## src/rtl/muldiv_unit.sv

```systemverilog
// -----------------------------------------------------------------------------
// muldiv_unit
// Iterative multiply/divide unit with HI/LO result registers. Multiplies and
// divides retire one bit per cycle (WIDTH iterations plus a fix-up cycle).
// MTHI/MTLO write HI/LO directly in one cycle.
//
// Configuration macro: MULDIV_DIV_EN
//   defined     : DIV/DIVU implemented (restoring shift-subtract)
//   not defined : divider omitted, op 010/011 behave as no-ops
//
// Ports:
//   clk    in  1      rising-edge clock
//   reset  in  1      asynchronous active-low reset, clears all state
//   start  in  1      request, sampled while busy=0
//   op     in  3      000 MULTU, 001 MULT, 010 DIVU, 011 DIV,
//                     100 MTHI, 101 MTLO, 11x no-op
//   a      in  WIDTH  multiplicand / dividend / MTHI-MTLO source
//   b      in  WIDTH  multiplier / divisor
//   busy   out 1      iterative operation in progress
//   done   out 1      one-cycle pulse when hi/lo take a mult/div result
//   hi     out WIDTH  product upper half / remainder
//   lo     out WIDTH  product lower half / quotient
// -----------------------------------------------------------------------------
module muldiv_unit #(
    parameter int WIDTH = 32
) (
    input  logic             clk,
    input  logic             reset,
    input  logic             start,
    input  logic [2:0]       op,
    input  logic [WIDTH-1:0] a,
    input  logic [WIDTH-1:0] b,
    output logic             busy,
    output logic             done,
    output logic [WIDTH-1:0] hi,
    output logic [WIDTH-1:0] lo
);

    localparam int CW = $clog2(WIDTH) + 1;
    localparam logic [CW-1:0] CNT_LAST = CW'(WIDTH - 1);
    localparam logic [CW-1:0] CNT_ONE  = CW'(1);
`ifdef MULDIV_DIV_EN
    localparam logic DIV_EN = 1'b1;
`else
    localparam logic DIV_EN = 1'b0;
`endif

    typedef enum logic [1:0] {
        S_IDLE = 2'b00,
        S_CALC = 2'b01,
        S_FIN  = 2'b10
    } state_t;

    state_t                 state_r, state_s;
    logic [CW-1:0]          cnt_r;
    logic [2*WIDTH-1:0]     acc_r, acc_next_s;
    logic [WIDTH-1:0]       opnd_r;        // |a| for multiply, |b| for divide
    logic                   neg_res_r;     // product / quotient must be negated
    logic [WIDTH:0]         mul_sum_s;
    logic [WIDTH-1:0]       res_hi_s, res_lo_s;
    logic [2*WIDTH-1:0]     prod_s;
    logic                   accept_s;
`ifdef MULDIV_DIV_EN
    logic                   op_div_r;
    logic                   neg_rem_r;     // remainder takes dividend sign
    logic                   b_zero_r;
    logic [WIDTH-1:0]       a_raw_r;       // dividend as presented, for div-by-zero
    logic [WIDTH:0]         rem_sh_s, div_diff_s;
`endif

    // Two's-complement magnitude; only signed operands are folded
    function automatic logic [WIDTH-1:0] magnitude(input logic [WIDTH-1:0] v,
                                                   input logic signed_mode);
        if (signed_mode && v[WIDTH-1]) begin
            magnitude = ~v + {{(WIDTH-1){1'b0}}, 1'b1};
        end else begin
            magnitude = v;
        end
    endfunction

    assign accept_s = (state_r == S_IDLE) && start && !op[2] && (!op[1] || DIV_EN);

    // State register
    always_ff @(posedge clk or negedge reset) begin
        if (!reset) begin
            state_r <= S_IDLE;
        end else begin
            state_r <= state_s;
        end
    end

    // Next-state logic: WIDTH iterations in CALC, then one fix-up cycle in FIN
    always_comb begin
        state_s = state_r;
        case (state_r)
            S_IDLE:  state_s = accept_s ? S_CALC : S_IDLE;
            S_CALC:  state_s = (cnt_r == CNT_LAST) ? S_FIN : S_CALC;
            S_FIN:   state_s = S_IDLE;
            default: state_s = S_IDLE;
        endcase
    end

    // One iteration step of the shared accumulator
    always_comb begin
        // Shift-add: accumulator is {partial product, unconsumed multiplier bits}
        mul_sum_s  = {1'b0, acc_r[2*WIDTH-1:WIDTH]}
                   + (acc_r[0] ? {1'b0, opnd_r} : {(WIDTH+1){1'b0}});
        acc_next_s = {mul_sum_s, acc_r[WIDTH-1:1]};
`ifdef MULDIV_DIV_EN
        // Restoring divide: accumulator is {remainder, dividend/quotient bits}
        rem_sh_s   = acc_r[2*WIDTH-1:WIDTH-1];
        div_diff_s = rem_sh_s - {1'b0, opnd_r};
        if (op_div_r) begin
            if (!div_diff_s[WIDTH]) begin
                acc_next_s = {div_diff_s[WIDTH-1:0], acc_r[WIDTH-2:0], 1'b1};
            end else begin
                acc_next_s = {rem_sh_s[WIDTH-1:0], acc_r[WIDTH-2:0], 1'b0};
            end
        end else begin
            acc_next_s = {mul_sum_s, acc_r[WIDTH-1:1]};
        end
`endif
    end

    // Operand latch at accept, iteration during CALC
    always_ff @(posedge clk or negedge reset) begin
        if (!reset) begin
            cnt_r     <= {CW{1'b0}};
            acc_r     <= {(2*WIDTH){1'b0}};
            opnd_r    <= {WIDTH{1'b0}};
            neg_res_r <= 1'b0;
`ifdef MULDIV_DIV_EN
            op_div_r  <= 1'b0;
            neg_rem_r <= 1'b0;
            b_zero_r  <= 1'b0;
            a_raw_r   <= {WIDTH{1'b0}};
`endif
        end else if (accept_s) begin
            cnt_r     <= {CW{1'b0}};
            neg_res_r <= op[0] & (a[WIDTH-1] ^ b[WIDTH-1]);
            if (op[1]) begin
                acc_r  <= {{WIDTH{1'b0}}, magnitude(a, op[0])};
                opnd_r <= magnitude(b, op[0]);
            end else begin
                acc_r  <= {{WIDTH{1'b0}}, magnitude(b, op[0])};
                opnd_r <= magnitude(a, op[0]);
            end
`ifdef MULDIV_DIV_EN
            op_div_r  <= op[1];
            neg_rem_r <= op[0] & a[WIDTH-1];
            b_zero_r  <= (b == {WIDTH{1'b0}});
            a_raw_r   <= a;
`endif
        end else if (state_r == S_CALC) begin
            acc_r <= acc_next_s;
            cnt_r <= cnt_r + CNT_ONE;
        end
    end

    // Sign fix-up of the finished accumulator
    always_comb begin
        prod_s   = neg_res_r ? ({(2*WIDTH){1'b0}} - acc_r) : acc_r;
        res_hi_s = prod_s[2*WIDTH-1:WIDTH];
        res_lo_s = prod_s[WIDTH-1:0];
`ifdef MULDIV_DIV_EN
        // MIN / -1 needs no special case: magnitude quotient 2^(W-1) negates to MIN
        if (op_div_r) begin
            if (b_zero_r) begin
                res_hi_s = a_raw_r;
                res_lo_s = {WIDTH{1'b1}};
            end else begin
                res_lo_s = neg_res_r ? ({WIDTH{1'b0}} - acc_r[WIDTH-1:0])
                                     : acc_r[WIDTH-1:0];
                res_hi_s = neg_rem_r ? ({WIDTH{1'b0}} - acc_r[2*WIDTH-1:WIDTH])
                                     : acc_r[2*WIDTH-1:WIDTH];
            end
        end else begin
            res_hi_s = prod_s[2*WIDTH-1:WIDTH];
            res_lo_s = prod_s[WIDTH-1:0];
        end
`endif
    end

    // Registered outputs: HI/LO writes, busy and done flags
    always_ff @(posedge clk or negedge reset) begin
        if (!reset) begin
            busy <= 1'b0;
            done <= 1'b0;
            hi   <= {WIDTH{1'b0}};
            lo   <= {WIDTH{1'b0}};
        end else begin
            done <= (state_r == S_FIN);
            if (accept_s) begin
                busy <= 1'b1;
            end else if (state_r == S_FIN) begin
                busy <= 1'b0;
            end
            if (state_r == S_FIN) begin
                hi <= res_hi_s;
                lo <= res_lo_s;
            end else if ((state_r == S_IDLE) && start && (op == 3'b100)) begin
                hi <= a;
            end else if ((state_r == S_IDLE) && start && (op == 3'b101)) begin
                lo <= a;
            end
        end
    end

endmodule

```

## config.mk

```make
export PLATFORM = sky130hd
export DESIGN_NAME = muldiv_unit
export DESIGN_NICKNAME = d
export VERILOG_FILES = /design/src/rtl/muldiv_unit.sv
export SDC_FILE = /design/constraint.sdc
export NUM_CORES = 1
export LEC_CHECK = 0
export ABC_AREA = 0
export CAP_MARGIN = 20
export CELL_PAD_IN_SITES_DETAIL_PLACEMENT = 2
export CELL_PAD_IN_SITES_GLOBAL_PLACEMENT = 2
export CORE_MARGIN = 2
export CORE_UTILIZATION = 37
export DETAILED_ROUTE_END_ITERATION = 12
export PLACE_DENSITY_LB_ADDON = 0.1
export SKIP_LAST_GASP = 1
export SLEW_MARGIN = 30
export SYNTH_ARGS = -nofsm -noshare
export SYNTH_HDL_FRONTEND = slang
export SYNTH_SLANG_ARGS = --single-unit
```

## constraint.sdc

```tcl
create_clock -name clk -period 8.45 [get_ports clk]
set_input_delay 1.69 -clock clk [delete_from_list [all_inputs] [get_ports clk]]
set_output_delay 1.69 -clock clk [all_outputs]
set_load 0.005 [all_outputs]
```

==> metrics.md, run 1 <==
| Metric | Value |
|---|---|
| Worst setup path end | opnd_r[29] |
| Register area | 0.00428 mm2 |
| Drc violations | 0 |
| Most frequent cells in the layout | dfrtp_1 (171), nand2_1 (170), o21ai_0 (145) |
| Fmax | 239 MHz |
| IO buf count | 135 |
| CTS Root Cell | clkbuf_16 |
| Worst Path Max Fanout | 6 |
| Minimum clock period | 4.18 ns |
| Pin count of the biggest net entering global routing | 69 |
| Clk_lat worst skew | 0.44 ns |
| GP Congestion | 0.847 |
| First-pass GRT wire length | 74.4 mm |
| CP startpoint kind | input port |
| Post-synth EDFFs | 0 |
| Commonest non-fill, non-tap cell in the layout | dfrtp_1 |
| Setup TNS Final | 0 ns |
| CP arrival | 4.49 ns |
| # IOs | 136 |
| GR Util All Layers | 29.2% |
| Final Max Slew Viols | 0 |
| Die Area | 0.0332 mm2 |
| Initial antenna violation count | 0 |
| Worst r2r src | acc_r[0] |
| VDD IR-drop max | 0.179 mV |
| Fill cells | 3507 |
| CP Data Required Time | 8.75 ns |
| Yosys warns | 0 |
| Vias in the first global route | 12300 |
| Total power | 4.96 mW |
| Reg2Reg Capture Point | acc_r[59] |
| Post-Route WL | 47.9 mm |
| CTS Buf Count | 17 |
| Final hold vios | 0 |
| Resized cells post-CTS | 0 |
| Layout cell share with drive strength beyond 1 | 5.96% |
| Vias per inst | 5.98 |
| Crit end category | flop |
| Area delta synth->final | 19.5% |
| Setup repair bufs after CTS | 0 |
| WL/cell | 25.0 um |
| Routed vias | 11400 |
| Sequential element share of the synthesized area | 36.4% |
| Antenna cell count | 0 |
| Mapped Area | 0.0118 mm2 |
| DRT iter0 DRCs | 718 |
| Die X | 182 um |
| H-tree levels | 4 |
| Worst slew pin tran | 0.814 ns |
| Final period utilization | 49.5% |
| Layout net count | 1607 |
| Cell Rows | 65 |
| Starting Density | 37.4% |
| RSZ-0062 raised after global routing | false |
| Clk sinks | 171 |
| Antenna viol nets, final | 0 |
| Reg2Reg Depth | 11 |
| #FFs+latches synth | 171 |
| Post-CTS Hold Buffers | 0 |
| Number of max-cap violations | 0 |
| CP Class | input port to flop |
| Fraction of registers with async set/reset | 100% |
| Leak Pwr | 5.71 nW |
| Net Count, Synth | 1523 |
| Mean area per synthesized cell | 8.30 um2 |
| Yosys cell types | 72 |
| Height of the die | 182 um |
| TritonCTS clock tree | built |
| DR pass1 iterations | 5 |
| Cell Pwr Density | 353 mW/mm2 |
| HP Class | flop to flop |
| Post-DP HPWL | 34.8 mm |
| Worst Skew | 0.0128 ns |
| Crit path launch | a[10] |
| Clock-pin transition on the worst setup and hold timing paths | 0.06 ns |
| Post-Syn Instances | 1416 |
| Core area | 0.0314 mm2 |
| Min Hold Slack | 0.483 ns |
| Fin util | 44.7% |
| Area occupied by multi-input gates | 0.00710 mm2 |
| Top FF cell, synth | dfrtp_1 |
| WHS Path Cells | 1 |
| Grt total ovfl | 0 |
| Status | finished clean |
| Flop2flop setup slack | 4.73 ns |
| Relative slew slack | 45.7% |
| Worst-case clock buffer depth | 2 |
| Final setup viols | 0 |
-- how the worst min path moves through the flow --
| stage | from | to | slack [ns] |
|---|---|---|---|
| finish | cnt_r[5] | state_r[1] | 0.48 |
| global route | lo[18] | lo[18] | 0.52 |
| CTS | cnt_r[5] | state_r[1] | 0.49 |
| detailed placement | busy | busy | 0.47 |
| global placement | opnd_r[11] | opnd_r[11] | 0.46 |
| floorplan | opnd_r[31] | opnd_r[31] | 0.44 |
-- critical path: stages --
cell and delay (ns):
clkdlybuf4s50_1 0.56, or4_4 0.61, or4_1 0.58, nor4_4 0.45, nand2_2 0.16, o31ai_4 0.20, xor2_1 0.16, o21ai_1 0.07
-- routing by layer --
| layer | track usage [%] | up-vias | wire (um) |
|---|---|---|---|
| met4 | 9.32 | 0 | 1210 |
| met5 | 0 | - | 0 |
| met3 | 4.11 | 72 | 2060 |
| met1 | 38.0 | 5850 | 21100 |
| met2 | 50.3 | 297 | 23500 |
| li1 | - | 5221 | - |
-- logic make-up (layout without fill, tap and decap cells) --
logic type,Yosys count,in the layout,synth area share (%)
and+or+nand+nor,494,494,20.4
AOI/OAI and AO/OA,430,430,21.9
DFF,171,171,36.4
xor gates and xnor gates,141,141,10.5
buffers and inverters,106,201,3.47
adders and majority gates,37,37,4.00
muxes,37,37,3.34
-- through the flow --
stage | setup WS (ns) | area (um2) | cells
after floorplan | 4.69 | 11800 | 1416
after global placement | 3.88 | 13400 | 1883
after detailed placement | 3.83 | 13400 | 1883
after CTS | 4.27 | 14000 | 1913
after global routing | 4.16 | 14000 | 1913
final | 4.27 | 14000 | 1913
-- registers in the layout (all words and copies together) (netlist names) --
| signal | flops |
|---|---|
| state_r | 2 |
| neg_res_r | 1 |
| hi | 32 |
| busy | 1 |
| opnd_r | 32 |
| cnt_r | 6 |
| acc_r | 64 |
| lo | 32 |
| done | 1 |
-- final cells by class --
| class | count | share of cell area (%) |
|---|---|---|
| well taps | 402 | 3.58 |
| clock buffers | 22 | 3.23 |
| repair buffers | 149 | 10.4 |
| inverters | 22 | 0.588 |
| clock inverters | 8 | 1.19 |
| flip-flops and latches | 171 | 30.5 |
| multi-input cells | 1139 | 50.5 |
-- cell usage after synthesis, types with 4 or more instances --
cell      instances  area [um2]
o41ai_1           7        61.3
nor2b_1           6        37.5
or4_1             9        67.6
nand2b_1          7        43.8
o22ai_1           6        37.5
o21ai_1          36         180
o31ai_1          26         195
ha_1             36         450
inv_1            21        78.8
clkbuf_1         78         293
and3_1           12        75.1
a22oi_1          25         188
or2_2             5        31.3
a32o_1            4        40.0
a21oi_1         113         566
mux2i_1          19         190
a31oi_1          18         113
nor2_1          125         469
nand2_1         170         638
a21o_1            8        60.1
dfrtp_1         171        4280
nor4_1           16         100
and2_1           36         225
nand3b_1          4        30.0
o41ai_2           4        65.1
nand4_1          14        87.6
xnor2_1          57         499
or3_1            16         100
nor3_1           24         120
nand3_1          27         135
o21ai_0         145         726
mux2_2           18         203
xor2_1           84         736
-- power breakdown --
part	switching, mW	internal [mW]	leakage (nW)
Sequential	0.467	1.20	2.09
Combinational	1.39	1.03	3.32
Clock	0.349	0.529	0.300
Power figures use the tool's default switching activity.
==> inputs of run 2 (changes only) <==
--- a/config.mk
+++ b/config.mk
@@ -10,7 +10,7 @@
 export CELL_PAD_IN_SITES_DETAIL_PLACEMENT = 2
 export CELL_PAD_IN_SITES_GLOBAL_PLACEMENT = 2
 export CORE_MARGIN = 2
-export CORE_UTILIZATION = 37
+export CORE_UTILIZATION = 34
 export DETAILED_ROUTE_END_ITERATION = 12
 export PLACE_DENSITY_LB_ADDON = 0.1
 export SKIP_LAST_GASP = 1
==> constraint.sdc (replaced) <==
create_clock -name clk -period 4.3 [get_ports clk]
set_input_delay 0.86 -clock clk [delete_from_list [all_inputs] [get_ports clk]]
set_output_delay 0.86 -clock clk [all_outputs]
set_load 0.005 [all_outputs]
==> metrics.md, run 2 (synthesis gave the netlist of run 1 again) <==
| Metric | Value |
|---|---|
| Clock-pin transition on the worst setup and hold timing paths | 0.08 ns (+0.02 ns) |
| Cell Rows | 68 (+4.6%) |
| Setup TNS Final | 0 ns (unchanged) |
| Final period utilization | 85.3% |
| Buffers and inverters on the worst path | 1 (unchanged) |
| Final Max Slew Viols | 0 (unchanged) |
| WL/cell | 23.7 um (-5.4%) |
| Die Area | 0.0361 mm2 (+8.6%) |
| Height of the die | 190 um (+4.2%) |
| DRT iter0 DRCs | 564 (-21%) |
| CP most frequent cell | a21oi_1 |
| Clk sinks | 171 (unchanged) |
| Crit path launch | acc_r[0] |
| GR Util All Layers | 26.6% (-2.7 points) |
| Setup Slack @ Placement | 0.501 ns (-3.33 ns) |
| H-tree levels | 4 (unchanged) |
| VDD IR-drop max | 0.315 mV (+76%) |
| Most flop-heavy register | acc_r |
| Worst Skew | 0.0146 ns (+0.00176 ns) |
| Grt total ovfl | 0 (unchanged) |
| Vias per inst | 5.70 (-4.7%) |
| # IOs | 136 (unchanged) |
| Routed vias | 11300 (-1.4%) |
| Die X | 190 um (+4.2%) |
| Commonest non-fill, non-tap cell in the layout | dfrtp_1 |
| Flop2flop setup slack | 0.63 ns (-4.10 ns) |
| Worst path slowest cell | dfrtp_1 |
| Final hold vios | 0 (unchanged) |
| Max reg flops | 64 (unchanged) |
| GP Congestion | 0.819 (-3.4%) |
| Number of max-cap violations | 0 (unchanged) |
| Post-Route WL | 46.8 mm (-2.2%) |
| Minimum clock period | 3.67 ns |
| Relative slew slack | 41.6% (-4.2 points) |
| Starting Density | 34.3% (-3.2 points) |
| CP Data Required Time | 4.64 ns (-4.11 ns) |
| First-pass GRT wire length | 73.6 mm (-1.1%) |
| Critical path depth in cells | 10 (+2) |
| Worst-case clock buffer depth | 2 (unchanged) |
| Post-CTS Hold Buffers | 0 (unchanged) |
| Most frequent cells in the layout | dfrtp_1 (171), nand2_1 (170), o21ai_0 (145) |
| TritonCTS clock tree | built |
| Antenna viol nets, final | 0 (unchanged) |
| Area delta synth->final | 20.9% |
| Crit end category | flop |
| CTS Buf Count | 17 (unchanged) |
| DR pass1 iterations | 6 (+1) |
| Status | finished clean |
| Drc violations | 0 (unchanged) |
| Final WS setup | 0.633 ns (-3.63 ns) |
| IO buf count | 135 (unchanged) |
| Layout cell share with drive strength beyond 1 | 7.02% (+1.1 points) |
| Reg2Reg Capture Point | acc_r[62] |
| Worst slew pin tran | 0.873 ns (+0.0591 ns) |
| Vias in the first global route | 12100 (-1.6%) |
| Largest delay share family, worst path | compound AO/OA/AOI/OAI gates |
| CP arrival | 4.01 ns (-0.48 ns) |
| Reg2Reg Depth | 10 (-1) |
| Post-DP HPWL | 36.0 mm (+3.5%) |
| Fmax | 273 MHz |
| Final setup viols | 0 (unchanged) |
| Clk_lat worst skew | 0.45 ns (about the same) |
| Setup repair bufs after CTS | 0 (unchanged) |
| Total power | 9.64 mW (+94%) |
| CTS Root Cell | clkbuf_16 |
| RSZ-0062 raised after global routing | false |
| Pin count of the biggest net entering global routing | 71 (+2.9%) |
| Layout net count | 1618 (+0.68%) |
| Leak Pwr | 5.77 nW (+1.1%) |
| Worst Path Max Fanout | 30 (+24) |
| CP Class | flop to flop |
| Core area | 0.0343 mm2 (+9.2%) |
| Slowest stage delay, CP | 0.64 ns (+0.03 ns) |
| Critical path, cell by cell | buf_12 -> and2_1 -> ha_1 -> a21o_1 -> a21oi_1 -> a21oi_1 -> o21ai_0 -> a21oi_1 -> or3_1 -> a32o_1 |
| Antenna cell count | 0 (unchanged) |
| Cell Pwr Density | 678 mW/mm2 (+92%) |
| Worst r2r src | acc_r[0] |
| Resized cells post-CTS | 0 (unchanged) |
| Initial antenna violation count | 0 (unchanged) |
| HP Class | input port to async pin |
| CP startpoint kind | flop |
## run 2: cell types whose count changed in the layout (fill, tap and decap cells not counted), sizes merged
cell    change
buf        +11
inv         +6
bufinv      -3
clkbuf      -3
clkinv      +2
## run 2: final cells by class
class	count	area [um2]
clock buffer	19	453
multi-input combinational	1139	7100
inverter	22	82.6
tap	455	569
timing repair buffer	160	1580
sequential	171	4280
fill	3806	20100
clock inverter	13	156
## run 2: worst max-delay path by stage
stage / slack [ns] / to
after CTS: 0.72 / acc_r[62]
after global routing: 0.48 / acc_r[62]
after detailed placement: 0.50 / opnd_r[29]
after floorplan: 1.29 / acc_r[57]
after global placement: 0.55 / opnd_r[29]
final: 0.63 / acc_r[62]
## run 2: per-stage QoR
stage / cell area, um2 / hold WS (ns) / instances / util (%)
2_1_floorplan: 11800 / 0.438 / 1416 / -
3_3_place_gp: 13600 / 0.463 / 1947 / 39.7
3_5_place_dp: 13600 / 0.468 / 1947 / 39.7
4_1_cts: 14200 / 0.450 / 1979 / 41.5
5_1_grt: 14200 / 0.464 / 1979 / 41.5
6_report: 14200 / 0.416 / 1979 / 41.5
## run 2: where the power goes
group	total, mW	internal (mW)	switching, mW
clock network	1.65	0.905	0.749
registers	3.29	2.35	0.945
logic	4.69	2.05	2.64
## run 2: routing by layer
layer | wire length [um] | track usage [%] | vias to the layer above
met5 | 0 | 0 | -
met1 | 21900 | 36.0 | 5791
met2 | 22900 | 45.5 | 196
met3 | 1160 | 2.47 | 45
li1 | - | - | 5243
met4 | 892 | 6.89 | 0
==> inputs of run 3 (changes only) <==
--- a/config.mk
+++ b/config.mk
@@ -11,6 +11,7 @@
 export CELL_PAD_IN_SITES_GLOBAL_PLACEMENT = 2
 export CORE_MARGIN = 2
 export CORE_UTILIZATION = 34
+export CTS_CLUSTER_SIZE = 40
 export DETAILED_ROUTE_END_ITERATION = 12
 export PLACE_DENSITY_LB_ADDON = 0.1
 export SKIP_LAST_GASP = 1
==> results of run 3 <==
Final layout, timing and power as in run 2 (identical DEF).
